**config.mk**
```make
export PLATFORM = sky130hd
export DESIGN_NAME = mdu_ctrl
export DESIGN_NICKNAME = d
export VERILOG_FILES = /design/src/rtl/mdu_pkg.sv /design/src/rtl/mdu_iter_step.sv /design/src/rtl/mdu_ctrl.sv
export SDC_FILE = /design/constraint.sdc
export NUM_CORES = 1
export LEC_CHECK = 0
export BUFFER_PORTS_ARGS = -buffer_cell sky130_fd_sc_hd__buf_2
export CORE_MARGIN = 8
export CORE_UTILIZATION = 25
export CTS_BUF_LIST = sky130_fd_sc_hd__clkbuf_2
export CTS_CLUSTER_SIZE = 28
export DETAILED_ROUTE_END_ITERATION = 7
export SETUP_SLACK_MARGIN = 0.02
export SLEW_MARGIN = 10
export SYNTH_ARGS = -nofsm -noshare
export SYNTH_HDL_FRONTEND = slang
export SYNTH_SLANG_ARGS = --single-unit
```
**constraint.sdc**
```tcl
create_clock -name clk -period 3.4 [get_ports clk]
set_input_delay 0.68 -clock clk [delete_from_list [all_inputs] [get_ports clk]]
set_output_delay 0.68 -clock clk [all_outputs]
set_load 0.03 [all_outputs]
```
**src/rtl/mdu_pkg.sv**
```systemverilog
// Shared MDU definitions: op encodings, FSM states.
// Used by mdu_ctrl and mdu_iter_step.
package mdu_pkg;

  localparam int MDU_OP_W = 3;

  typedef enum logic [MDU_OP_W-1:0] {
    MDU_NOP   = 3'd0,
    MDU_MULT  = 3'd1,
    MDU_MULTU = 3'd2,
    MDU_DIV   = 3'd3,
    MDU_DIVU  = 3'd4,
    MDU_MTHI  = 3'd5,
    MDU_MTLO  = 3'd6
  } mdu_op_e;

  typedef enum logic [1:0] {
    MDU_ST_IDLE = 2'd0,
    MDU_ST_CALC = 2'd1,
    MDU_ST_SIGN = 2'd2
  } mdu_st_e;

endpackage

```
**src/rtl/mdu_iter_step.sv**
```systemverilog
// One radix-2 iteration: shift-add multiply or
// restoring shift-subtract divide on {acc_hi, acc_lo}.
module mdu_iter_step
  import mdu_pkg::*;
#(
  parameter int WIDTH = 32
) (
  input  logic [2*WIDTH-1:0] acc,
  input  logic [WIDTH-1:0]   operand,
  input  logic               is_div,
  output logic [2*WIDTH-1:0] nxt
);

  logic [WIDTH:0] sum;
  logic [WIDTH:0] rem_sh;
  logic [WIDTH:0] diff;

  // Multiply adds into the high half then shifts right;
  // divide shifts left and keeps the difference if >= 0.
  always_comb begin
    sum    = {1'b0, acc[2*WIDTH-1:WIDTH]}
           + (acc[0] ? {1'b0, operand} : '0);
    rem_sh = acc[2*WIDTH-1:WIDTH-1];
    diff   = rem_sh - {1'b0, operand};
    nxt    = {sum, acc[WIDTH-1:1]};
    if (is_div) begin
      if (diff[WIDTH])
        nxt = {rem_sh[WIDTH-1:0], acc[WIDTH-2:0], 1'b0};
      else
        nxt = {diff[WIDTH-1:0], acc[WIDTH-2:0], 1'b1};
    end
  end

endmodule

```
**src/rtl/mdu_ctrl.sv**
```systemverilog
// MDU controller: FSM, sign handling and HI/LO.
// Optional single-cycle multiply: MDU_FAST_MULT_EN.
module mdu_ctrl
  import mdu_pkg::*;
#(
  parameter int WIDTH = 32,
  parameter int CNT_W = 6
) (
  input  logic             clk,
  input  logic             rst,
  input  logic             start,
  input  logic [2:0]       mdu_op,
  input  logic [WIDTH-1:0] op1,
  input  logic [WIDTH-1:0] op2,
  input  logic             flush,
  output logic             busy,
  output logic             done,
  output logic [WIDTH-1:0] hi,
  output logic [WIDTH-1:0] lo
);

  mdu_st_e            state;
  logic [CNT_W-1:0]   cnt;
  logic [2*WIDTH-1:0] acc;
  logic [2*WIDTH-1:0] acc_nxt;
  logic [WIDTH-1:0]   opnd;
  logic [WIDTH-1:0]   raw1;
  logic               is_div;
  logic               neg_res;
  logic               neg_rem;
  logic               dz;

  logic               dec_mul;
  logic               dec_div;
  logic               dec_sgn;
  logic               dec_mthi;
  logic               dec_mtlo;
  logic [WIDTH-1:0]   a_abs;
  logic [WIDTH-1:0]   b_abs;
  logic               accept;

  logic [2*WIDTH-1:0] prod;
  logic [WIDTH-1:0]   quo;
  logic [WIDTH-1:0]   rem;
  logic [WIDTH-1:0]   res_hi;
  logic [WIDTH-1:0]   res_lo;

`ifdef MDU_FAST_MULT_EN
  logic [2*WIDTH-1:0] fast_prod;
  assign fast_prod = {{WIDTH{1'b0}}, a_abs}
                   * {{WIDTH{1'b0}}, b_abs};
`endif

  assign busy   = (state != MDU_ST_IDLE);
  assign accept = start && (state == MDU_ST_IDLE) && !flush;

  // Decode the issued op and take magnitudes for signed ops.
  always_comb begin
    dec_mul  = (mdu_op == MDU_MULT) || (mdu_op == MDU_MULTU);
    dec_div  = (mdu_op == MDU_DIV)  || (mdu_op == MDU_DIVU);
    dec_sgn  = (mdu_op == MDU_MULT) || (mdu_op == MDU_DIV);
    dec_mthi = (mdu_op == MDU_MTHI);
    dec_mtlo = (mdu_op == MDU_MTLO);
    a_abs    = (dec_sgn && op1[WIDTH-1]) ? -op1 : op1;
    b_abs    = (dec_sgn && op2[WIDTH-1]) ? -op2 : op2;
  end

  mdu_iter_step #(
    .WIDTH (WIDTH)
  ) u_step (
    .acc     (acc),
    .operand (opnd),
    .is_div  (is_div),
    .nxt     (acc_nxt)
  );

  // Sign fix-up and divide-by-zero result selection.
  always_comb begin
    prod   = neg_res ? -acc : acc;
    quo    = neg_res ? -acc[WIDTH-1:0] : acc[WIDTH-1:0];
    rem    = neg_rem ? -acc[2*WIDTH-1:WIDTH]
                     : acc[2*WIDTH-1:WIDTH];
    res_hi = prod[2*WIDTH-1:WIDTH];
    res_lo = prod[WIDTH-1:0];
    if (is_div) begin
      res_hi = dz ? raw1 : rem;
      res_lo = dz ? '1 : quo;
    end
  end

  // Main FSM: accept, iterate, fix up and write HI/LO.
  always_ff @(posedge clk or negedge rst) begin
    if (!rst) begin
      state   <= MDU_ST_IDLE;
      cnt     <= '0;
      acc     <= '0;
      opnd    <= '0;
      raw1    <= '0;
      is_div  <= 1'b0;
      neg_res <= 1'b0;
      neg_rem <= 1'b0;
      dz      <= 1'b0;
      done    <= 1'b0;
      hi      <= '0;
      lo      <= '0;
    end else begin
      done <= 1'b0;
      unique case (state)
        MDU_ST_IDLE: begin
          if (accept) begin
            unique case (1'b1)
              dec_mul: begin
                is_div  <= 1'b0;
                neg_res <= dec_sgn && (op1[WIDTH-1] ^ op2[WIDTH-1]);
                neg_rem <= 1'b0;
                dz      <= 1'b0;
                opnd    <= a_abs;
                raw1    <= op1;
                cnt     <= '0;
`ifdef MDU_FAST_MULT_EN
                acc     <= fast_prod;
                state   <= MDU_ST_SIGN;
`else
                acc     <= {{WIDTH{1'b0}}, b_abs};
                state   <= MDU_ST_CALC;
`endif
              end
              dec_div: begin
                is_div  <= 1'b1;
                neg_res <= dec_sgn && (op1[WIDTH-1] ^ op2[WIDTH-1]);
                neg_rem <= dec_sgn && op1[WIDTH-1];
                dz      <= (op2 == '0);
                opnd    <= b_abs;
                raw1    <= op1;
                acc     <= {{WIDTH{1'b0}}, a_abs};
                cnt     <= '0;
                state   <= MDU_ST_CALC;
              end
              dec_mthi: hi <= op1;
              dec_mtlo: lo <= op1;
              default: ;
            endcase
          end
        end
        MDU_ST_CALC: begin
          if (flush) begin
            state <= MDU_ST_IDLE;
          end else begin
            acc <= acc_nxt;
            cnt <= cnt + 1'b1;
            if (cnt == CNT_W'(WIDTH - 1))
              state <= MDU_ST_SIGN;
          end
        end
        MDU_ST_SIGN: begin
          state <= MDU_ST_IDLE;
          if (!flush) begin
            hi   <= res_hi;
            lo   <= res_lo;
            done <= 1'b1;
          end
        end
        default: state <= MDU_ST_IDLE;
      endcase
    end
  end

endmodule
```
==> results.txt <==
- Outcome: finished, violations left
* Violated checks: design-rule violations
* CTS HTree Levels: 2
* Final Cycle Share: 0.9674
- Of all flip-flops after synthesis, the portion carrying an async set or reset was 1.000.
* First-pass detailed-route iteration total: 8
- Area of the placeable core: 68470 um^2
* Cell type with the largest total area after synthesis: sky130_fd_sc_hd__dfrtp_1
- For this run, the share of the core covered by cells in the final layout is 0.3051.
- Clock network fraction of total power: 0.124
- The longest clock path from root to sink contains 3 buffers.
* Critical Path Slowest Stage Cell: sky130_fd_sc_hd__fa_1
* Clock tree from TritonCTS: yes
* Setup repair after global routing missed its margin: no
* Global route overflow: 0
- Area grow syn2layout: 21.25%
* MaxCap Viol Count: 0
- In the routed layout, each cell is associated on average with a via count of 5.329.
- Synth unique cells: slightly below 80
- For this run, the slowest stage of the critical path takes roughly 0.41 ns.
* Number of filler cells placed in the layout: approximately 7400
* Sort of element at the end of the critical path: register
- Total of endpoints with negative setup slack in the final report: 0
- STA puts the critical path data required time at approximately 4.3 ns.
- The count of final max-slew check failures was 0.
- Of the cells placed in the final design, the portion with a size suffix greater than 1 is 0.1822.
- The floorplan step set the die width to roughly 280 um.
- In this run the cell area of the synthesized design comes to roughly 17000 um^2.
- The count of buffers added on input and output ports is around 140.
- Entering global routing, the biggest net connects 88 pins.
* Routed wirelength normalized by instance count: ~20 um
* Measured slew at the worst slew-check pin: approximately 0.84 ns
* Net switching power: ~0.008 W
- The number of clock buffers added by TritonCTS is 60.
* Setup TNS: 0 ns
- GRT Overall Usage: 0.1724
* Clock tree skew after final layout: between 0.08 and 0.09 ns
- After routing the design area is about 21000 um^2.
- The first global-routing pass estimated approximately 110000 um of wire.
- Core Rows: 96
- Vias in the first global route: between 15000 and 20000
- For this block, the routed nets add up to approximately 70000 um of wire.
- Largest driver fanout on the critical path: 4
- Register area share after synthesis: 0.2978
- Yosys mapped a number of flops with a built-in enable equal to 0.
- Including well taps, the total number of placed cells is about 3300.
- Class of the most critical setup path: register to register
- In this run the clock root is driven by a sky130_fd_sc_hd__clkbuf_2.
- Cell internal pwr: about 0.0076 W
* Number of antenna violations at the first check in global routing: 6
- The count of endpoints failing hold in the final timing report came to 0.
- Among the stages of the critical path, the cell type that occurs most often is sky130_fd_sc_hd__a21oi_2.
- For this design the top-level I/O count stands at around 140.
- A synthesized cell averages 7.572 um^2.
- Counting both buffers and inverters, the worst setup path holds a total of 2.
- Post-route minimum period: 3.289 ns
- Arrival time at the worst endpoint: approximately 4.2 ns
- Leading cell type by number of instances after synthesis: sky130_fd_sc_hd__nand2_1
- Fin cells: between 3000 and 4000
- Routability-driven placement congestion ratio: 0.9501
- Highest achievable clock rate: approximately 300 MHz
* Number of instances in the synthesized netlist: around 2300
- Worst skew pair latency: between 1 and 1.5 ns
- Synthesis inferred between 200 and 250 register bits.
* Overall die height: 278.5 um
* Part of the power in registers: 0.245
- Share of the synthesized area in the top cell type: 0.2978
- The analysis attributes to cell leakage a power of between 9 and 10 nW.
* Clock-pin transition on the worst setup and hold timing paths: around 0.11 ns
* DP HPWL: between 50000 and 60000 um
* Dpl cell area: between 15000 and 20000 um^2
- The worst-case IR drop observed on VDD is 0.4874 mV.
- Num Clock Sinks: about 210
- Via Count: between 15000 and 20000
- Synthesized net count: around 2400
- Count of antenna-violating nets left after detailed routing: 0
- In the synthesized netlist, the cells that appear most often are sky130_fd_sc_hd__nand2_1 (371), sky130_fd_sc_hd__o21ai_0 (233), sky130_fd_sc_hd__dfrtp_1 (205).
- Number of DRC markers after the initial detailed-route iteration: roughly 1900
- Path class of the lowest-slack min-delay path: input port to register
* Net count reported at finish: approximately 2700
- Remaining routing DRC violations: 2
* Pre-CTS setup slack: -0.06740 ns
* Starting density of the core: 0.2516
* Top post-synthesis cells by area: sky130_fd_sc_hd__dfrtp_1 (30%), sky130_fd_sc_hd__nand2_1 (8.1%), sky130_fd_sc_hd__o21ai_0 (6.8%), sky130_fd_sc_hd__xnor2_1 (5.9%), sky130_fd_sc_hd__ha_1 (5.0%)
- Cell class contributing the biggest share of worst-path delay: compound AO/OA/AOI/OAI gates
* Count of warnings emitted by yosys: 0
- For this design the ratio of total power to cell area is between 700 and 800 nW/um^2.
* Combinational cell fraction of total power: 0.631
- CP cell instances: inv_1 > ha_1 > fa_1 > nand2b_4 > a21oi_2 > buf_4 > o211ai_1 > a21oi_2 > mux2i_4 > nor2_4 > mux2_2 > a222oi_1 > o21ai_0
* Net Sw Frac: 0.5060
* Total die area: approximately 78000 um^2
- Main synth FF type: sky130_fd_sc_hd__dfrtp_1
* Final critical-path setup slack: around 0.11 ns
- Worst Setup Start Kind: register
- Normalized max-slew margin: 0.4373
-- per-layer routing --
metal / share of wire / vias to the layer above / GRT usage
met5: 0.00017 / - / 0
met1: 0.43 / 8807 / 0.2339
li1: - / 8633 / -
met3: 0.087 / 145 / 0.03878
met4: 0.040 / 2 / 0.06751
met2: 0.44 / 792 / 0.2638
-- cell families after synthesis --
family | count (synthesis) | synth area share
DFF | 205 | 0.2978
and+or+nand+nor | 809 | 0.2125
xor gates and xnor gates | 190 | 0.09661
buffers and inverters | 236 | 0.05208
AOI/OAI and AO/OA | 706 | 0.2541
adders and majority gates | 71 | 0.05244
muxes | 58 | 0.03450
-- layout make-up --
type / instances / area (um^2) / share of cell area
diodes: 10 / 25.02 / 0.001198
clock buffers: 88 / 440.4 / 0.02109
clock inverters: 16 / 62.56 / 0.002995
inverters: 65 / 249.0 / 0.01192
multi-input cells: 1834 / 11390 / 0.5452
flip-flops and latches: 205 / 5136 / 0.2459
well taps: 882 / 1104 / 0.05284
repair buffers: 349 / 2482 / 0.1189
-- path summary, 6_finish.rpt --
kind | slack (ns) | startpoint | depth (start not counted) | endpoint
min in group asynchronous | 0.18 | rst | 2 | hi[17]
max in group asynchronous | 2.41 | rst | 3 | cnt[1]
hold / removal | 0.06 | flush | 4 | cnt[4]
setup reg to reg | 0.11 | acc[31] | 13 | acc[57]
setup / recovery | 0.11 | acc[31] | 13 | acc[57]
hold reg to reg | 0.48 | lo[15] | 2 | lo[15]
-- repair_timing --
action,4_1_cts,5_1_grt
gates resized for setup,7,22
endpoints found under the setup margin,13,23
pin swaps,0,5
buffers inserted,0,2
hold endpoints to repair,160,0
gates cloned,0,1
hold buffers,40,0
-- registers in the layout, summed over array words and instances (netlist names) --
| register | count |
|---|---|
| acc | 64 |
| cnt | 6 |
| done | 1 |
| dz | 1 |
| hi | 32 |
| is_div | 1 |
| lo | 32 |
| neg_rem | 1 |
| neg_res | 1 |
| opnd | 32 |
| raw1 | 32 |
| state | 2 |
-- tightest hold or removal path: cells and delay by family --
kind                   cells  cell delay, ns
and+or+nand+nor            1            0.06
buffers and inverters      1            0.14
AOI/OAI and AO/OA          2            0.18
-- power groups by stage --
| stage | sequential [W] | combinational (W) | clock [W] |
|---|---|---|---|
| after floorplan | 0.00397 | 0.00592 | 0 |
| after CTS | 0.00377 | 0.00948 | 0.00197 |
| final | 0.00379 | 0.00975 | 0.00191 |
| after detailed placement | 0.00381 | 0.00935 | 0 |
| after global placement | 0.00380 | 0.00933 | 0 |
| after global routing | 0.00388 | 0.0106 | 0.00210 |
-- per-stage QoR --
stage                     power, W  hold slack (ns)
after floorplan           0.009899           0.3844
after global placement     0.01313           0.4514
after detailed placement   0.01317           0.4581
after CTS                  0.01521         0.005950
after global routing       0.01655         -0.01367
final                      0.01545          0.06279
-- cell usage in the layout, fill, tap and decap left out, drive strengths merged, types with 53 or more instances in the layout --
master	count
ha	69
dfrtp	205
buf	308
o21ai	243
a21oi	157
o211ai	53
xor2	73
nand2	371
clkbuf	89
inv	65
nor2	201
xnor2	117
Note: power is estimated with default switching activity, not from simulation.
